### src/rtl/channel_pulse_voice_pkg.sv
// ---------------------------------------------------------------------------
// channel_pulse_voice_pkg
// Shared definitions for the per-channel pulse voice and its neighbours.
//   voice_state_e     : voice run state (SILENT=0, RUN=1)
//   DEFAULT_TOP       : reset duty threshold, 50% duty for an 8-bit top
//   *_DEFAULT         : default widths, shared with the channel mixer
// ---------------------------------------------------------------------------
package channel_pulse_voice_pkg;

  typedef enum logic {
    VOICE_SILENT = 1'b0,
    VOICE_RUN    = 1'b1
  } voice_state_e;

  localparam logic [7:0] DEFAULT_TOP = 8'h80;

  localparam int PHASE_W_DEFAULT   = 32;
  localparam int TOP_W_DEFAULT     = 8;
  localparam int ENV_W_DEFAULT     = 9;
  localparam int SAMPLE_W_DEFAULT  = 16;
  localparam int ENV_SHIFT_DEFAULT = 6;

endpackage

### src/rtl/channel_pulse_voice_phase_accumulator.sv
// ---------------------------------------------------------------------------
// channel_pulse_voice_phase_accumulator
// Wrapping phase accumulator, reusable by any channel voice.
//   i_clk, i_rst_n : clock, asynchronous active-low reset
//   i_en           : add i_delta to the phase this cycle
//   i_clr          : synchronously clear the phase (wins over i_en)
//   i_delta        : phase increment
//   o_phase        : registered phase
//   o_wrap         : registered one-cycle pulse, carry out of the last add
//   o_phase_next   : phase value that will be loaded at the next edge
//   o_wrap_next    : carry that will be registered at the next edge
// ---------------------------------------------------------------------------
module channel_pulse_voice_phase_accumulator
  import channel_pulse_voice_pkg::*;
#(
  parameter int PHASE_W = PHASE_W_DEFAULT
) (
  input  logic               i_clk,
  input  logic               i_rst_n,
  input  logic               i_en,
  input  logic               i_clr,
  input  logic [PHASE_W-1:0] i_delta,
  output logic [PHASE_W-1:0] o_phase,
  output logic               o_wrap,
  output logic [PHASE_W-1:0] o_phase_next,
  output logic               o_wrap_next
);

  logic [PHASE_W-1:0] phase_q, phase_d;
  logic               wrap_q, wrap_d;
  logic [PHASE_W-1:0] sum;
  logic               carry;

  // Next phase: clear forces zero with no wrap, otherwise add when enabled
  // and report the carry out of the top bit as the wrap event.
  always_comb begin
    {carry, sum} = {1'b0, phase_q} + {1'b0, i_delta};
    phase_d      = phase_q;
    wrap_d       = 1'b0;
    if (i_clr) begin
      phase_d = '0;
    end else if (i_en) begin
      phase_d = sum;
      wrap_d  = carry;
    end
  end

  // Phase and wrap-pulse registers.
  always_ff @(posedge i_clk or negedge i_rst_n) begin
    if (!i_rst_n) begin
      phase_q <= '0;
      wrap_q  <= 1'b0;
    end else begin
      phase_q <= phase_d;
      wrap_q  <= wrap_d;
    end
  end

  assign o_phase      = phase_q;
  assign o_wrap       = wrap_q;
  assign o_phase_next = phase_d;
  assign o_wrap_next  = wrap_d;

endmodule

### src/rtl/channel_pulse_voice.sv
// ---------------------------------------------------------------------------
// channel_pulse_voice
// Pulse-wave voice for one channel: accumulates phase on each sample strobe,
// compares the phase MSBs with a duty threshold and emits +/- envelope
// scaled signed PCM, two cycles after the strobe.
//   i_clk, i_rst_n   : clock, asynchronous active-low reset
//   i_sample_stb     : sample-rate strobe (may be high every cycle)
//   i_phase_delta    : per-sample phase increment, 0 = rest
//   i_top/_valid     : duty threshold and its qualifier
//   i_envelope       : unsigned amplitude
//   o_sample/_valid  : signed sample and its one-cycle valid
//   o_period_stb     : one-cycle pulse when the phase wraps
//   o_phase          : current accumulator value
// ENV_W + ENV_SHIFT must stay below SAMPLE_W so +/-mag never overflows.
// ---------------------------------------------------------------------------
module channel_pulse_voice
  import channel_pulse_voice_pkg::*;
#(
  parameter int PHASE_W   = PHASE_W_DEFAULT,
  parameter int TOP_W     = TOP_W_DEFAULT,
  parameter int ENV_W     = ENV_W_DEFAULT,
  parameter int SAMPLE_W  = SAMPLE_W_DEFAULT,
  parameter int ENV_SHIFT = ENV_SHIFT_DEFAULT
) (
  input  logic                i_clk,
  input  logic                i_rst_n,
  input  logic                i_sample_stb,
  input  logic [PHASE_W-1:0]  i_phase_delta,
  input  logic [TOP_W-1:0]    i_top,
  input  logic                i_top_valid,
  input  logic [ENV_W-1:0]    i_envelope,
  output logic [SAMPLE_W-1:0] o_sample,
  output logic                o_sample_valid,
  output logic                o_period_stb,
  output logic [PHASE_W-1:0]  o_phase
);

  localparam logic [TOP_W-1:0] TOP_RESET = TOP_W'(DEFAULT_TOP);

  voice_state_e        state_q, state_d;
  logic [TOP_W-1:0]    top_active_q, top_active_d;
  logic [TOP_W-1:0]    top_pending_q, top_pending_d;
  logic                s1_valid_q, s1_valid_d;
  logic                pulse_hi_q, pulse_hi_d;
  logic [ENV_W-1:0]    env_q, env_d;
  logic                silent_q, silent_d;
  logic [SAMPLE_W-1:0] sample_q, sample_d;
  logic                sample_valid_q, sample_valid_d;

  logic                delta_zero;
  logic                acc_en, acc_clr;
  logic [PHASE_W-1:0]  phase_next;
  logic                wrap_next;
  logic [SAMPLE_W-1:0] mag;

  // A zero delta on a strobe rests the voice and clears the phase; any other
  // delta accumulates, including on the strobe that leaves SILENT.
  assign delta_zero = (i_phase_delta == '0);
  assign acc_en     = i_sample_stb && !delta_zero;
  assign acc_clr    = i_sample_stb && delta_zero;

  channel_pulse_voice_phase_accumulator #(
    .PHASE_W(PHASE_W)
  ) u_phase_acc (
    .i_clk        (i_clk),
    .i_rst_n      (i_rst_n),
    .i_en         (acc_en),
    .i_clr        (acc_clr),
    .i_delta      (i_phase_delta),
    .o_phase      (o_phase),
    .o_wrap       (o_period_stb),
    .o_phase_next (phase_next),
    .o_wrap_next  (wrap_next)
  );

  // Next-state logic for the run state, the duty registers and both
  // pipeline stages. The active top only moves on a wrap so a period never
  // changes duty halfway; a top presented on the wrap cycle itself wins.
  always_comb begin
    state_d = state_q;
    if (i_sample_stb) begin
      case (state_q)
        VOICE_SILENT: if (!delta_zero) state_d = VOICE_RUN;
        VOICE_RUN:    if (delta_zero)  state_d = VOICE_SILENT;
        default:      state_d = VOICE_SILENT;
      endcase
    end

    top_pending_d = i_top_valid ? i_top : top_pending_q;
    top_active_d  = top_active_q;
    if (wrap_next) begin
      top_active_d = i_top_valid ? i_top : top_pending_q;
    end

    s1_valid_d = i_sample_stb;
    pulse_hi_d = pulse_hi_q;
    env_d      = env_q;
    silent_d   = silent_q;
    if (i_sample_stb) begin
      pulse_hi_d = (phase_next[PHASE_W-1 -: TOP_W] < top_active_d);
      env_d      = i_envelope;
      silent_d   = (state_d == VOICE_SILENT);
    end

    mag            = SAMPLE_W'(env_q) << ENV_SHIFT;
    sample_valid_d = s1_valid_q;
    sample_d       = sample_q;
    if (s1_valid_q) begin
      if (silent_q) begin
        sample_d = '0;
      end else if (pulse_hi_q) begin
        sample_d = mag;
      end else begin
        sample_d = -mag;
      end
    end
  end

  // All voice state and output registers; reset discards anything in flight.
  always_ff @(posedge i_clk or negedge i_rst_n) begin
    if (!i_rst_n) begin
      state_q        <= VOICE_SILENT;
      top_active_q   <= TOP_RESET;
      top_pending_q  <= TOP_RESET;
      s1_valid_q     <= 1'b0;
      pulse_hi_q     <= 1'b0;
      env_q          <= '0;
      silent_q       <= 1'b1;
      sample_q       <= '0;
      sample_valid_q <= 1'b0;
    end else begin
      state_q        <= state_d;
      top_active_q   <= top_active_d;
      top_pending_q  <= top_pending_d;
      s1_valid_q     <= s1_valid_d;
      pulse_hi_q     <= pulse_hi_d;
      env_q          <= env_d;
      silent_q       <= silent_d;
      sample_q       <= sample_d;
      sample_valid_q <= sample_valid_d;
    end
  end

  assign o_sample       = sample_q;
  assign o_sample_valid = sample_valid_q;

endmodule

### config.mk
export PLATFORM = sky130hd
export DESIGN_NAME = channel_pulse_voice
export DESIGN_NICKNAME = d
export VERILOG_FILES = /design/src/rtl/channel_pulse_voice_pkg.sv /design/src/rtl/channel_pulse_voice_phase_accumulator.sv /design/src/rtl/channel_pulse_voice.sv
export SDC_FILE = /design/constraint.sdc
export NUM_CORES = 1
export LEC_CHECK = 0
export CAP_MARGIN = 5
export CORE_UTILIZATION = 30
export CTS_BUF_LIST = sky130_fd_sc_hd__clkbuf_8
export DETAILED_ROUTE_END_ITERATION = 8
export SYNTH_ARGS = -nofsm -noshare
export SYNTH_HDL_FRONTEND = slang
export SYNTH_SLANG_ARGS = --single-unit
### constraint.sdc
create_clock -name i_clk -period 4.55 [get_ports i_clk]
set_input_delay 1.365 -clock i_clk [delete_from_list [all_inputs] [get_ports i_clk]]
set_output_delay 1.365 -clock i_clk [all_outputs]
set_load 0.03 [all_outputs]
==> impl_metrics.env <==
export IMPL_path_max_fanout=4
export IMPL_nets=765
export IMPL_clock_sinks=72
export IMPL_required_ns=4.84
export IMPL_final_core_util=0.465
export IMPL_cap_violations=0
export IMPL_p_leak_nw=3.13
export IMPL_async_reset_ff_frac=1.00
export IMPL_avgSynthCellArea_sq_um=10.0
export IMPL_cts_max_level=3
export IMPL_holdBufCountCts=0
export IMPL_grt_pass1_vias=4617
export IMPL_max_slew_worst_pin_slew_ns=0.648
export IMPL_ioPinCount=103
export IMPL_synth_top_cell_area_share=0.364
export IMPL_synth_common_cells="dfrtp_1 (69), ha_1 (40), a21oi_1 (32)"
export IMPL_num_vias=4454
export IMPL_ant_nets=0
export IMPL_first_pass_iters=4
export IMPL_finalClockSkew_ns=0.00657
export IMPL_finalCritPeriodShare=1.00
export IMPL_violations="setup timing"
export IMPL_ys_ff_latch=72
export IMPL_netlist_instances=474
export IMPL_cts_buffer_depth=2
export IMPL_syn_area_sq_um=4750
export IMPL_drive_gt1_frac=0.287
export IMPL_grt_overflow=0
export IMPL_row_count=45
export IMPL_critPathArrivalTime_ns=4.84
export IMPL_cts_root_buf="clkbuf_8"
export IMPL_drt_iter0_markers=187
export IMPL_endpoint_kind="flop"
export IMPL_coreArea_sq_um=15300
export IMPL_worst_slack_ns=-0.000704
export IMPL_crit_type="in -> reg"
export IMPL_powerDensity_nw_per_um2=677
export IMPL_synthTopCellsByArea="dfrtp_1 (36%), ha_1 (11%), mux2_2 (5.2%)"
export IMPL_rsz0062_at_grt="true"
export IMPL_hpwl_um=10600
export IMPL_area_growth_pct=50.1
export IMPL_grt_max_degree=32
export IMPL_layout_cells_non_filler=886
export IMPL_cts_buffers=9
export IMPL_die_y_um=128
export IMPL_start_util=0.310
export IMPL_finalWirelength_um=13900
export IMPL_setup_violations=1
export IMPL_synth_area_leader_cell="dfrtp_1"
export IMPL_hp_class="reg -> reg"
export IMPL_slew_viol_final=0
export IMPL_post_synth_top_count_cell="dfrtp_1"
export IMPL_yosys_most_used_dff="dfrtp_1"
export IMPL_period_needed_ns=4.55
export IMPL_cts_tree="yes"
export IMPL_track_usage=0.179
export IMPL_die_width_um=128
export IMPL_placed_cells=859
export IMPL_yosysSeqAreaShare=0.380
export IMPL_clk_pin_slew_worst_paths_ns=0.08
export IMPL_crit_path_start_kind="input pin"
export IMPL_grt_pass1_wl_um=22800
export IMPL_worst_skew_pair_late_latency_ns=0.37
export IMPL_place_gp_congestion=0.892
export IMPL_hold_viol=0
export IMPL_floorplan_die_area_sq_um=16300
export IMPL_wire_per_inst_um=15.7
export IMPL_ir_drop_uv=304
export IMPL_status="finished, violations left"
export IMPL_fmax_ghz=0.220
export IMPL_drc_errors=0
export IMPL_viasPerCell=5.03
export IMPL_whs_ns=0.432
export IMPL_synth_distinct_cells=61
export IMPL_numPortBuffers=96
export IMPL_antenna_found_initial=0
export IMPL_n_antenna_cell=0
export IMPL_synth_edf_count=0
export IMPL_relSlewSlack=0.568
export IMPL_yosysWarnings=0
==> worst paths after layout <==
path	start	depth (start not counted)	slack, ns	to
max in group asynchronous	i_rst_n	2	2.63	top_pending_q[7]
hold reg to reg	s1_valid_q	0	0.43	o_sample_valid
min in group asynchronous	i_rst_n	1	1.02	u_phase_acc.o_phase[15]
setup reg to reg	u_phase_acc.o_phase[0]	19	0.63	pulse_hi_q
hold / removal	s1_valid_q	0	0.43	o_sample_valid
setup / recovery	i_phase_delta[0]	20	-0.0007	pulse_hi_q
==> kinds of logic after synthesis <==
| kind of cell | after synthesis | share of synthesized area |
|---|---|---|
| AND/OR/NAND/NOR | 109 | 0.117 |
| other | 1 | 0.000790 |
| flip-flops | 72 | 0.380 |
| multiplexers | 31 | 0.0722 |
| XOR/XNOR | 21 | 0.0387 |
| buffers and inverters | 45 | 0.0458 |
| adder cells (fa/ha/maj) | 41 | 0.110 |
| AO/OA/AOI/OAI | 154 | 0.236 |
==> where the power goes <==
group          switching (mW)  internal (mW)  leakage, nW
logic                    1.56           1.62         2.17
registers               0.236          0.876        0.865
clock network           0.264          0.264       0.0904
==> stage by stage <==
stage / setup TNS, ns / worst slack, ns / instance area (sq um) / total power [mW]
2_1_floorplan: -0.223 / -0.223 / 4790 / 2.87
3_3_place_gp: -0.661 / -0.645 / 6600 / 4.00
3_5_place_dp: -0.952 / -0.834 / 6600 / 4.04
4_1_cts: 0 / 0.00793 / 7070 / 4.79
5_1_grt: -0.194 / -0.194 / 7130 / 5.19
6_report: -0.000704 / -0.000704 / 7130 / 4.83
==> final cells by class <==
class | count | area [sq um]
clock buffers | 10 | 138
clock inverters | 5 | 57.6
fillers | 1464 | 8190
inverters | 21 | 78.8
multi-input cells | 362 | 3020
flip-flops and latches | 72 | 1810
well taps | 211 | 264
repair buffers | 205 | 1770
==> routing by layer <==
metal | GRT usage | share of wire
met1 | 0.237 | 0.48
met2 | 0.285 | 0.45
met3 | 0.0250 | 0.042
met4 | 0.0886 | 0.030
met5 | 0 | 0
==> critical path, cell delays in order <==
cell and delay (ns):
buf_8 0.10, ha_4 0.16, fa_2 0.40, a211oi_2 0.18
o21bai_1 0.10, a211o_1 0.34, o211ai_2 0.23, a211oi_2 0.10
o21a_1 0.21, o21a_4 0.23, mux2i_1 0.13, ha_1 0.31
a21o_1 0.20, a21oi_2 0.12, nor2b_1 0.05, o21ai_1 0.16
a31oi_2 0.13, nor2_1 0.12, o2111ai_1 0.12, o221ai_2 0.08
==> flip-flops by register name, summed over array words and instances, names as in the netlist <==
signal               flops
env_q                    9
o_sample                10
o_sample_valid           1
pulse_hi_q               1
s1_valid_q               1
silent_q                 1
top_active_q             8
top_pending_q            8
u_phase_acc.o_phase     32
u_phase_acc.o_wrap       1
==> cells in the final DEF (no fill, tap or decap), types with 20 or more instances in the layout <==
| master | instances |
|---|---|
| clkdlybuf4s50_1 | 78 |
| inv_1 | 21 |
| o21ai_0 | 20 |
| ha_1 | 26 |
| a21oi_1 | 27 |
| buf_4 | 107 |
| mux2_2 | 22 |
| dfrtp_1 | 69 |
| nand2_1 | 21 |
| nor2_1 | 26 |
==> what timing repair did <==
action                                  CTS  global route
resized for setup                        54            10
endpoints found under the setup margin    1             1
buffers inserted                         10             2
pin swaps                                35            20
No activity file was read; power rests on OpenSTA's default activity.
==> edit 1 (same flow settings) <==
The package constant `TOP_W_DEFAULT` goes from 8 to 9.
--- a/src/rtl/channel_pulse_voice_pkg.sv
+++ b/src/rtl/channel_pulse_voice_pkg.sv
@@ -16,5 +16,5 @@
 
   localparam int PHASE_W_DEFAULT   = 32;
-  localparam int TOP_W_DEFAULT     = 8;
+  localparam int TOP_W_DEFAULT     = 9;
   localparam int ENV_W_DEFAULT     = 9;
   localparam int SAMPLE_W_DEFAULT  = 16;
Ports: changed (resized i_top); port bits go from 103 to 104. The function was not compared with the original's and may differ.
==> edit 1 against the original RTL <==
The flow still finishes with violations (negative setup slack). Total power grew 7.9%. Maximum frequency fell by 7.6%. Utilization shrank 0.89 points. Via count up 0.34%. Final cell count is 1.7% higher. Worst setup slack got worse by 0.37 ns. Routed wire length increased by 3.7%. Area after synthesis is 2.7% higher. Sequential cell count rose by 2. Cell area increased by 1.7%. Die area grew 2.7%. Critical path type unchanged. Largest power group unchanged.
==> edit 1: results (changes against the original RTL) <==
## Run status
- status: finished with violations
- violated checks: negative setup slack

## Logic synthesis
- post-synthesis sequential area ratio: 38.0%, about the same
- library cells used by synthesis: 64, +4.9%
- Cells after Synth: 485, +2.3%
- most instantiated cells after synthesis: sky130_fd_sc_hd__dfrtp_1 (71), sky130_fd_sc_hd__ha_1 (41), sky130_fd_sc_hd__a21oi_1 (33)
- Synth area leaders: sky130_fd_sc_hd__dfrtp_1 (36%), sky130_fd_sc_hd__ha_1 (11%), sky130_fd_sc_hd__a22o_1 (3.9%), sky130_fd_sc_hd__mux2_2 (3.9%), sky130_fd_sc_hd__xnor2_1 (3.6%)
- Synth Cell Area: 4880 um^2, +2.7%
- async set-reset flop share out of synthesis: 100%, unchanged

## Finish
- sequential cells: 74, +2.8%
- share of cell area taken by multi-input logic gates: 41.9%, -0.41 points
- multi-input combinational cell count: 361, -0.28%
- portion of the layout cell area used by non-clock buffers: 24.3%, -0.53 points
- nets: 776, +1.4%
- area fraction of clock buffers and clock inverters: 3.00%, +0.26 points
- Signal inverters: 29, +38%
- number of standard cells in the final layout excluding fillers: 901, +1.7%
- fill count: 1555, +6.2%
- fraction of final layout cells with drive strength greater than 1: 27.9%, -0.86 points
- Register Area: 1860 um^2, +2.8%

## GRT
- met3 track demand over resource: 3.30%, +0.80 points
- first-pass GRT wire length: 23800 um, +4.4%
- all-layer global routing usage: 18.1%, +0.26 points
- M1 GR Usage: 23.3%, -0.45 points
- GR Layer Usage met2: 31.3%, +2.8 points
- number of global-route vias before repair: 4745, +2.8%
- maximum number of pins on one net before global-route repair: 75, +130%

## Timing
- Slew HR: 35.3%, -22 points
- slack of the critical path: -0.374 ns, -0.373 ns
- number of failing setup endpoints in the final timing report: 1, unchanged
- worst-case clock skew: 0.0137 ns, +0.00708 ns
- final total negative setup slack: -0.374 ns, -0.373 ns

## Power and ir drop
- power per unit of standard cell area: 718 nW/um^2, +6.1%
- LEAKAGE: 3.24 nW, +3.6%
- worst vdd rail ir drop: 232 uV, -24%

## CTS
- post-CTS setup buffers: 5, -5
- post-cts gate resize count: 57, +5.6%
- clock transition at the register clock pins on the worst setup and hold paths after CTS: 0.08 ns, about the same
- clock latency at the later pin of the worst-skew pair: 0.36 ns

## Route
- total met2 wirelength after detailed routing: 7170 um, +15%
- metal3 WL: 501 um, -13%
- vias after detailed routing: 4469, +0.34%
- drt initial violations: 181, -3.2%
- M1 wire length: 6610 um, -1.0%
- average routed wire per standard cell: 16.0 um, +2.0%

## Placement
- routability congestion estimate from global placement: 0.871, -2.4%
- Cell Area, Placed: 6740 um^2, +2.2%
- sum of net half-perimeters after detailed placement: 11100 um, +5.3%
- Placement Setup Slack: -1.27 ns, -0.435 ns
- number of instances in the placed design: 879, +2.3%
- count of input and output buffers: 97, +1.0%

## Worst setup path
- delay contributed by the slowest stage of the critical path: 0.43 ns, +0.03 ns
- maximum fanout along the worst path: 5, +1
- Crit-path slowest cell: sky130_fd_sc_hd__clkdlybuf4s50_1

edit 1: kinds of logic after synthesis:
group | synth area share (%)
AO/OA/AOI/OAI | 23.4
other | 0.0769
multiplexers | 5.77
buffers and inverters | 5.87
flip-flops | 38.0
AND/OR/NAND/NOR | 9.98
adder cells (fa/ha/maj) | 10.9
XOR/XNOR | 5.92
edit 1: report_power, final:
group	leakage, nW	internal (mW)	switching (mW)
Clock	0.111	0.309	0.271
Combinational	2.24	1.77	1.73
Sequential	0.890	0.899	0.237
edit 1: final timing paths:
kind,from,end,slack (ns),depth (start not counted)
max reg2reg,u_phase_acc.o_phase[0],pulse_hi_q,0.35,21
min reg2reg,s1_valid_q,o_sample_valid,0.45,0
max in group asynchronous,i_rst_n,u_phase_acc.o_phase[0],2.68,2
max,i_phase_delta[7],pulse_hi_q,-0.37,18
min in group asynchronous,i_rst_n,o_sample[12],1.23,2
min,s1_valid_q,o_sample_valid,0.45,0
==> edit 2 (config.mk and constraints unchanged) <==
Without the edit above. The output `o_sample_valid` loses its register stage (`sample_valid_q` becomes a continuous assignment).
--- a/src/rtl/channel_pulse_voice.sv
+++ b/src/rtl/channel_pulse_voice.sv
@@ -128,5 +128,4 @@
       silent_q       <= 1'b1;
       sample_q       <= '0;
-      sample_valid_q <= 1'b0;
     end else begin
       state_q        <= state_d;
@@ -138,7 +137,8 @@
       silent_q       <= silent_d;
       sample_q       <= sample_d;
-      sample_valid_q <= sample_valid_d;
     end
   end
+
+  assign sample_valid_q = sample_valid_d;
 
   assign o_sample       = sample_q;
Function: changed (Yosys sat finds a counterexample within 4 cycles, from zero or initial values and one cycle with i_rst_n low).
==> edit 2 against the original RTL <==
The run still ends with negative setup slack left. Critical path depth decreased by 2. Area after synthesis decreased by 0.53%. Clock power about the same. Die area decreased by 0.52%. Sequential cell count decreased by 1. Total power decreased by 1.4%. Worst setup slack got worse by 0.081 ns. Routed wire length decreased by 1.2%. Cell area decreased by 1.9%. Highest routed layer unchanged.
==> edit 2: results (changes against the original RTL) <==
## Run status
- status: finished with violations
- violated checks: negative setup slack

## Timing
- worst-case clock skew: 0.0112 ns, +0.00465 ns
- Slew HR: 61.8%, +5.0 points
- final total negative setup slack: -0.0815 ns, -0.0808 ns
- number of failing setup endpoints in the final timing report: 1, unchanged
- slack of the critical path: -0.0815 ns, -0.0808 ns

## Placement
- count of input and output buffers: 96, unchanged
- Cell Area, Placed: 6550 um^2, -0.83%
- number of instances in the placed design: 854, -0.58%
- Placement Setup Slack: -0.844 ns, -0.00990 ns
- sum of net half-perimeters after detailed placement: 10400 um, -1.9%
- routability congestion estimate from global placement: 0.906, +1.6%

## Finish
- portion of the layout cell area used by non-clock buffers: 24.1%, -0.73 points
- fraction of final layout cells with drive strength greater than 1: 27.1%, -1.6 points
- antenna diode instance count: 0, unchanged
- area fraction of clock buffers and clock inverters: 2.83%, +0.089 points
- fill count: 1473, +0.61%
- buffer count excluding the clock tree in the final layout: 194, -5.4%
- sequential cells: 71, -1.4%
- number of standard cells in the final layout excluding fillers: 875, -1.2%
- multi-input combinational cell count: 362, unchanged
- nets: 753, -1.6%
- area of the multi-input gates: 2990 um^2, -0.95%

## Power and ir drop
- LEAKAGE: 3.08 nW, -1.5%
- Net Sw Power: 2.06 mW, -0.40%

## Route
- detail-routed via count per cell: 5.12, +1.9%

## GRT
- number of global-route vias before repair: 4552, -1.4%
- first-pass GRT wire length: 22600 um, -0.85%
- antenna violations before repair: 0, unchanged
- maximum number of pins on one net before global-route repair: 30, -6.3%
- all-layer global routing usage: 17.7%, -0.13 points

## Logic synthesis
- Synth area leaders: sky130_fd_sc_hd__dfrtp_1 (36%), sky130_fd_sc_hd__ha_1 (11%), sky130_fd_sc_hd__mux2_2 (5.2%), sky130_fd_sc_hd__a21oi_1 (3.4%), sky130_fd_sc_hd__a22o_1 (3.0%)
- most instantiated cells after synthesis: sky130_fd_sc_hd__dfrtp_1 (68), sky130_fd_sc_hd__ha_1 (40), sky130_fd_sc_hd__a21oi_1 (32)
- Cells after Synth: 473, -0.21%
- post-synthesis sequential area ratio: 37.7%, -0.33 points

## Worst setup path
- slack of the worst reg-to-reg path: 0.59 ns, -0.04 ns

## CTS
- post-CTS setup buffers: 5, -5

## Worst hold path
- number of stages on the worst hold path: 1, +1

## edit 2: cell count changes in the layout (fill, tap and decap cells not counted), sizes merged, moves of 2 or more
cell / before / now
dlygate4sd2: 15 / 13
buf: 111 / 101
clkinvlp: 3 / 1
dlymetal6s2s: 0 / 2
clkdlybuf4s50: 78 / 76
clkinv: 1 / 5
## edit 2: power by group through the flow
stage	logic [mW]	clock network (mW)	registers, mW
global placement	2.88	0	1.08
floorplan	1.50	0	1.36
finish	3.13	0.529	1.10
detailed placement	2.92	0	1.09
global route	3.40	0.577	1.14
CTS	3.08	0.546	1.10
## edit 2: worst min-delay path by stage
stage,slack [ns],start,to
floorplan,0.48,silent_q,silent_q
global placement,0.47,o_sample[11],o_sample[11]
detailed placement,0.48,o_sample[14],o_sample[14]
CTS,0.50,o_sample[11],o_sample[11]
global route,0.51,o_sample[14],o_sample[14]
finish,0.49,o_sample[11],o_sample[11]
## edit 2: cells by family (layout without fill, tap and decap cells)
group,after synthesis,after routing,synth area share (%)
XOR/XNOR,21,21,3.89
multiplexers,31,31,7.26
AO/OA/AOI/OAI,154,154,23.7
flip-flops,71,71,37.7
AND/OR/NAND/NOR,109,109,11.8
buffers and inverters,45,231,4.61
other,1,6,0.0794
adder cells (fa/ha/maj),41,41,11.0
## edit 2: critical path: stages
cell                            delay (ns)
sky130_fd_sc_hd__dlygate4sd2_1        0.26
sky130_fd_sc_hd__ha_1                 0.30
sky130_fd_sc_hd__nand4_1              0.11
sky130_fd_sc_hd__nor2_1               0.07
sky130_fd_sc_hd__a211o_1              0.27
sky130_fd_sc_hd__o41a_1               0.43
sky130_fd_sc_hd__o21bai_4             0.19
sky130_fd_sc_hd__a211oi_2             0.10
sky130_fd_sc_hd__o31a_1               0.31
sky130_fd_sc_hd__o32ai_1              0.27
sky130_fd_sc_hd__buf_4                0.18
sky130_fd_sc_hd__ha_4                 0.20
sky130_fd_sc_hd__a21oi_2              0.17
sky130_fd_sc_hd__nor2b_1              0.07
sky130_fd_sc_hd__o21ai_1              0.16
sky130_fd_sc_hd__a31oi_2              0.13
sky130_fd_sc_hd__nand3b_1             0.18
sky130_fd_sc_hd__o221ai_1             0.16
## edit 2: routing by layer
metal	vias to the layer above	share of wire (%)	track usage (%)
li1	2159	-	-
met1	2197	48	23.1
met2	107	46	29.0
met3	19	3.8	3.27
met4	0	2.1	7.07
met5	-	0	0
## edit 2: stage by stage
stage | total power, mW | util [%]
2_1_floorplan | 2.86 | -
6_report | 4.76 | 45.8
5_1_grt | 5.11 | 45.8
4_1_cts | 4.73 | 45.6
3_5_place_dp | 4.01 | 42.9
3_3_place_gp | 3.97 | 42.9
